<file path="config.mk">
export PLATFORM = sky130hd
export DESIGN_NAME = cipher_nibble_streamer
export DESIGN_NICKNAME = d
export VERILOG_FILES = /design/src/rtl/cipher_nibble_streamer_pkg.sv /design/src/rtl/cipher_nibble_streamer_ascii.sv /design/src/rtl/cipher_nibble_streamer.sv
export SDC_FILE = /design/constraint.sdc
export NUM_CORES = 1
export LEC_CHECK = 0
export BUFFER_PORTS_ARGS = -buffer_cell sky130_fd_sc_hd__buf_4
export CAP_MARGIN = 40
export CORE_MARGIN = 1
export CORE_UTILIZATION = 54
export CTS_CLUSTER_DIAMETER = 60
export CTS_CLUSTER_SIZE = 40
export DETAILED_ROUTE_END_ITERATION = 16
export PLACE_DENSITY = 0.87
export SYNTH_ARGS = -nofsm -noshare
export SYNTH_HDL_FRONTEND = slang
export SYNTH_SLANG_ARGS = --single-unit
</file>
<file path="constraint.sdc">
create_clock -name clk -period 3.2 [get_ports clk]
set_input_delay 0.64 -clock clk [delete_from_list [all_inputs] [get_ports clk]]
set_output_delay 0.64 -clock clk [all_outputs]
set_load 0.05 [all_outputs]
</file>
<file path="src/rtl/cipher_nibble_streamer_pkg.sv">
// Shared types and constants for the cipher nibble streamer and its ASCII helper.
package cipher_nibble_streamer_pkg;

    typedef enum logic [1:0] {
        IDLE = 2'd0,
        SEND = 2'd1,
        GAP  = 2'd2,
        DONE = 2'd3
    } state_t;

    localparam logic [7:0] ASCII_ZERO = 8'h30;
    localparam logic [7:0] ASCII_A    = 8'h41;
    localparam int         NIBBLE_W   = 4;

endpackage

</file>
<file path="src/rtl/cipher_nibble_streamer_ascii.sv">
// Combinational 4-bit to uppercase ASCII hex converter, shared with the input display path.
module nibble_to_ascii
    import cipher_nibble_streamer_pkg::*;
(
    input  logic [NIBBLE_W-1:0] nibble,
    output logic [7:0]          ascii
);

    always_comb begin
        ascii = ASCII_ZERO;
        if (nibble < 4'd10) begin
            ascii = ASCII_ZERO + {4'd0, nibble};
        end else begin
            ascii = ASCII_A + {4'd0, nibble - 4'd10};
        end
    end

endmodule

</file>
<file path="src/rtl/cipher_nibble_streamer.sv">
// Captures keystream ^ data on start and streams it MS nibble first as ASCII hex
// over a valid/ready handshake, with optional idle gap between characters.
//
// state | meaning
// IDLE  | waiting for start after reset
// SEND  | offering current character, waiting for char_ready
// GAP   | inter-character idle, char_valid low
// DONE  | all characters accepted, done held until next start
module cipher_nibble_streamer
    import cipher_nibble_streamer_pkg::*;
#(
    parameter  int DATA_WIDTH = 128,
    parameter  int GAP_CYCLES = 0,
    localparam int NIBBLES    = DATA_WIDTH / 4,
    localparam int CW         = (NIBBLES > 1) ? $clog2(NIBBLES) : 1
) (
    input  logic                  clk,
    input  logic                  reset,
    input  logic                  start,
    input  logic [DATA_WIDTH-1:0] keystream,
    input  logic [DATA_WIDTH-1:0] data_in,
    input  logic                  char_ready,
    output logic                  char_valid,
    output logic [7:0]            char_data,
    output logic                  busy,
    output logic                  done,
    output logic [CW-1:0]         char_index
);

    localparam int          GW        = (GAP_CYCLES > 1) ? $clog2(GAP_CYCLES) : 1;
    localparam logic [GW-1:0] GAP_LOAD = (GAP_CYCLES > 0) ? GW'(GAP_CYCLES - 1) : '0;
    localparam logic [CW-1:0] LAST     = CW'(NIBBLES - 1);

    state_t                state, state_next;
    logic [DATA_WIDTH-1:0] shift_reg;
    logic [CW-1:0]         counter;
    logic [GW-1:0]         gap_cnt;
    logic                  start_acc;
    logic                  handshake;
    logic                  last;

    assign start_acc = start && (state == IDLE || state == DONE);
    assign handshake = (state == SEND) && char_ready;
    assign last      = (counter == LAST);

    always_comb begin
        state_next = state;
        char_valid = 1'b0;
        busy       = 1'b0;
        done       = 1'b0;
        case (state)
            IDLE: begin
                if (start_acc) state_next = SEND;
            end
            SEND: begin
                char_valid = 1'b1;
                busy       = 1'b1;
                if (handshake) begin
                    if (last)                state_next = DONE;
                    else if (GAP_CYCLES > 0) state_next = GAP;
                    else                     state_next = SEND;
                end
            end
            GAP: begin
                busy = 1'b1;
                if (gap_cnt == '0) state_next = SEND;
            end
            DONE: begin
                done = 1'b1;
                if (start_acc) state_next = SEND;
            end
            default: state_next = IDLE;
        endcase
    end

    always_ff @(posedge clk) begin
        if (reset) begin
            state     <= IDLE;
            shift_reg <= '0;
            counter   <= '0;
            gap_cnt   <= '0;
        end else begin
            state <= state_next;
            if (start_acc) begin
                shift_reg <= keystream ^ data_in;
                counter   <= '0;
            end else if (handshake && !last) begin
                shift_reg <= shift_reg << NIBBLE_W;
                counter   <= counter + 1'b1;
            end
            // gap timer reloads on every GAP entry, counts down to terminal zero
            if (handshake && !last) begin
                gap_cnt <= GAP_LOAD;
            end else if (state == GAP && gap_cnt != '0) begin
                gap_cnt <= gap_cnt - 1'b1;
            end
        end
    end

    assign char_index = counter;

    nibble_to_ascii u_ascii (
        .nibble (shift_reg[DATA_WIDTH-1 -: NIBBLE_W]),
        .ascii  (char_data)
    );

endmodule

</file>
==> results.md <==
- Outcome: finished, final reports clean
- Netlist cell types: 28
- Routability cong.: slightly below 0.8
- Top FF cell, synth: dfxtp_1
- Area share of the largest cell type after synthesis: 0.376
- WL/cell: approximately 14 um
- CTS clk-pin slew, worst paths: 0.06 ns
- Share of cells above drive strength 1: 0.277
- Initial Utilization: 0.565
- Vias: 7,331
- Setup crit end kind: primary output
- DR iter-0 viols: around 570
- Initial antenna violation count: 0
- Area leader, netlist: dfxtp_1
- Post-detail-place hpwl: roughly 13 mm
- CTS Sinks: 136
- Final Critical Period: 2.47 ns
- Maximum VDD drop: around 0.00039 V
- Vias in the first global route: 6,833
- Leakage: about 0.0042 uW
- Worst EP arrival: 1.83 ns
- Pin count of the biggest net entering global routing: 147
- Max Fclk: between 0.4 and 0.5 GHz
- Diode count: 0
- R2r startpoint: char_index[0]
- Total CTS buffers: 17
- GRT Util Overall: 0.265
- CTS root buf: clkbuf_16
- Chip width: between 100 and 150 um
- Max-cap check violation count: 0
- First-pass GRT wire length: 30.7 mm
- Worst skew pair latency: 0.40 ns
- Post-CTS setup buffers: 0
- CTS Hold Buffers Added: 0
- GRT Residual Overflow: 0
- PwrDens: about 510 mW/mm^2
- Final Max Tran Viols: 0
- Syn nets: 1,184
- Hold/Removal Path Class: flop to flop
- Critical path class: flop to primary output
- CP Data Required Time: between 2 and 3 ns
- Synth Instances: 917
- Type of origin of the critical path: flop
- Area contributors post-synth: dfxtp_1 38%, nor3_1 17%, xor2_1 15%
- Post-route ant nets: 0
- CTS tree: built
- Clock Skew: 0.00762 ns
- Nets: roughly 1,400
- Setup violators final: 0
- IO Pins: approximately 280
- Die area: 0.0139 sq mm
- Reg-to-reg critical path endpoint: shift_reg[42]
- Longest Clk Path Bufs: 2
- Clock H-tree levels: 4
- Synth Register Bits: 136
- Yosys Warn Count: 0
- Residual DRC: 0
- Worst-margin pin slew: 0.827 ns
- RSZ-0062 raised after global routing: false
- Hold path startpoint: shift_reg[1]
- Largest register FFs: approximately 130
- Avg Synthesized Cell Area: about 7.9 sq um
- Post-cts resize count: 0
- Final worst setup slack: 0.732 ns
- Worst r2r path cells: 7
- Synth async-reset ratio: 0
- Post-Syn Area: 0.00724 sq mm
- DR pass1 iterations: 5
- Final setup TNS: 0 ns
- Critical Path Start: shift_reg[125]
- Core area: between 0.01 and 0.015 sq mm
- Area growth, synth to finish: 34.5%
- Die height: 118 um
- Vias/cell: 5.56
- FILL cells: between 900 and 1,000
- Final WL: 18.7 mm
- Largest fanout on the critical path: 5
- Seq/Total Area, Yosys: 0.376
- Max-Slew Margin vs Limit: 0.448
- Reg2Reg Setup Slack: just over 0.9 ns
- Endpoints failing hold: 0
- Pre-CTS setup slack: 0.999 ns
- EDFF count, synth: 0
- CP endpoint: char_data[2]
- Port-buffer cells: 274
- Fin crit share: 0.771
- # rows: 41
[where the power goes]
group          internal (uW)  switching (uW)
registers               1880             109
clock network           1160             751
logic                    531             571
total                   3570            1430
[worst min path at each step]
stage / cells past startpoint / to
floorplan: 2 / shift_reg[0]
global placement: 2 / shift_reg[1]
detailed placement: 2 / shift_reg[1]
CTS: 2 / shift_reg[2]
global route: 2 / shift_reg[1]
finish: 2 / shift_reg[1]
[kinds of logic after synthesis]
group,Yosys count,synth area share
compound gates,19,0.0143
xor+xnor,131,0.158
fa+ha+maj,7,0.0121
buf+inv,96,0.0743
flops,136,0.376
other cells,1,0.000518
simple gates,527,0.364
[cell usage after synthesis (all sizes together), types with 5 or more instances]
cell type / count
inv: 9
a21oi: 11
nor3: 248
dfxtp: 136
nand3: 6
nor2: 125
ha: 7
clkbuf: 31
buf: 56
nand2: 13
nor4: 124
xor2: 128
o21ai: 5
[cells in the final DEF (no fill, tap or decap), types with 3 or more instances in the layout]
| master | synthesis | layout |
|---|---|---|
| nor4_1 | 124 | 124 |
| ha_1 | 7 | 7 |
| buf_4 | 14 | 279 |
| inv_6 | 0 | 4 |
| nor2_1 | 125 | 125 |
| buf_12 | 0 | 5 |
| clkbuf_16 | 0 | 17 |
| a21oi_1 | 11 | 11 |
| clkinvlp_4 | 0 | 5 |
| nand3_1 | 6 | 6 |
| o21ai_0 | 5 | 4 |
| inv_1 | 9 | 9 |
| nand2_1 | 13 | 12 |
| dfxtp_1 | 136 | 136 |
| xnor2_1 | 3 | 3 |
| nor3_1 | 248 | 248 |
| xor2_1 | 128 | 128 |
| nand2b_1 | 3 | 3 |
[per-layer routing]
layer	global-route usage	vias to the layer above	part of all wire	wire length (um)
met5	0	-	0	0
met4	0.107	0	0.030	554
met3	0.0504	42	0.056	1060
met2	0.476	282	0.52	9660
met1	0.307	3327	0.40	7420
li1	-	3680	-	-
[per-stage QoR]
step	total power (uW)	hold WS [ns]	cell area, sq um	instances	utilization
global route	5240	0.489	9740	1318	0.760
CTS	5030	0.468	9740	1318	0.760
global placement	3090	0.453	9160	1286	0.714
floorplan	2720	0.444	7240	917	-
finish	5000	0.465	9740	1318	0.760
detailed placement	3120	0.458	9160	1286	0.714
[worst max-delay path, stage by stage (launching register included)]
cell,delay (ns)
dfxtp_1,0.40
inv_1,0.08
ha_1,0.32
xnor2_1,0.17
nand2_1,0.07
o21ai_0,0.12
buf_4,0.26
[cell type report]
cell class | instances | area, sq um | share of cell area
multi-input combinational | 685 | 4000 | 0.410
sequential | 136 | 2720 | 0.279
timing repair buffer | 284 | 2190 | 0.225
clock buffer | 19 | 433 | 0.0444
tap | 172 | 215 | 0.0221
clock inverter | 13 | 146 | 0.0150
inverter | 9 | 33.8 | 0.00347
No activity file was read; power rests on OpenSTA's default activity.
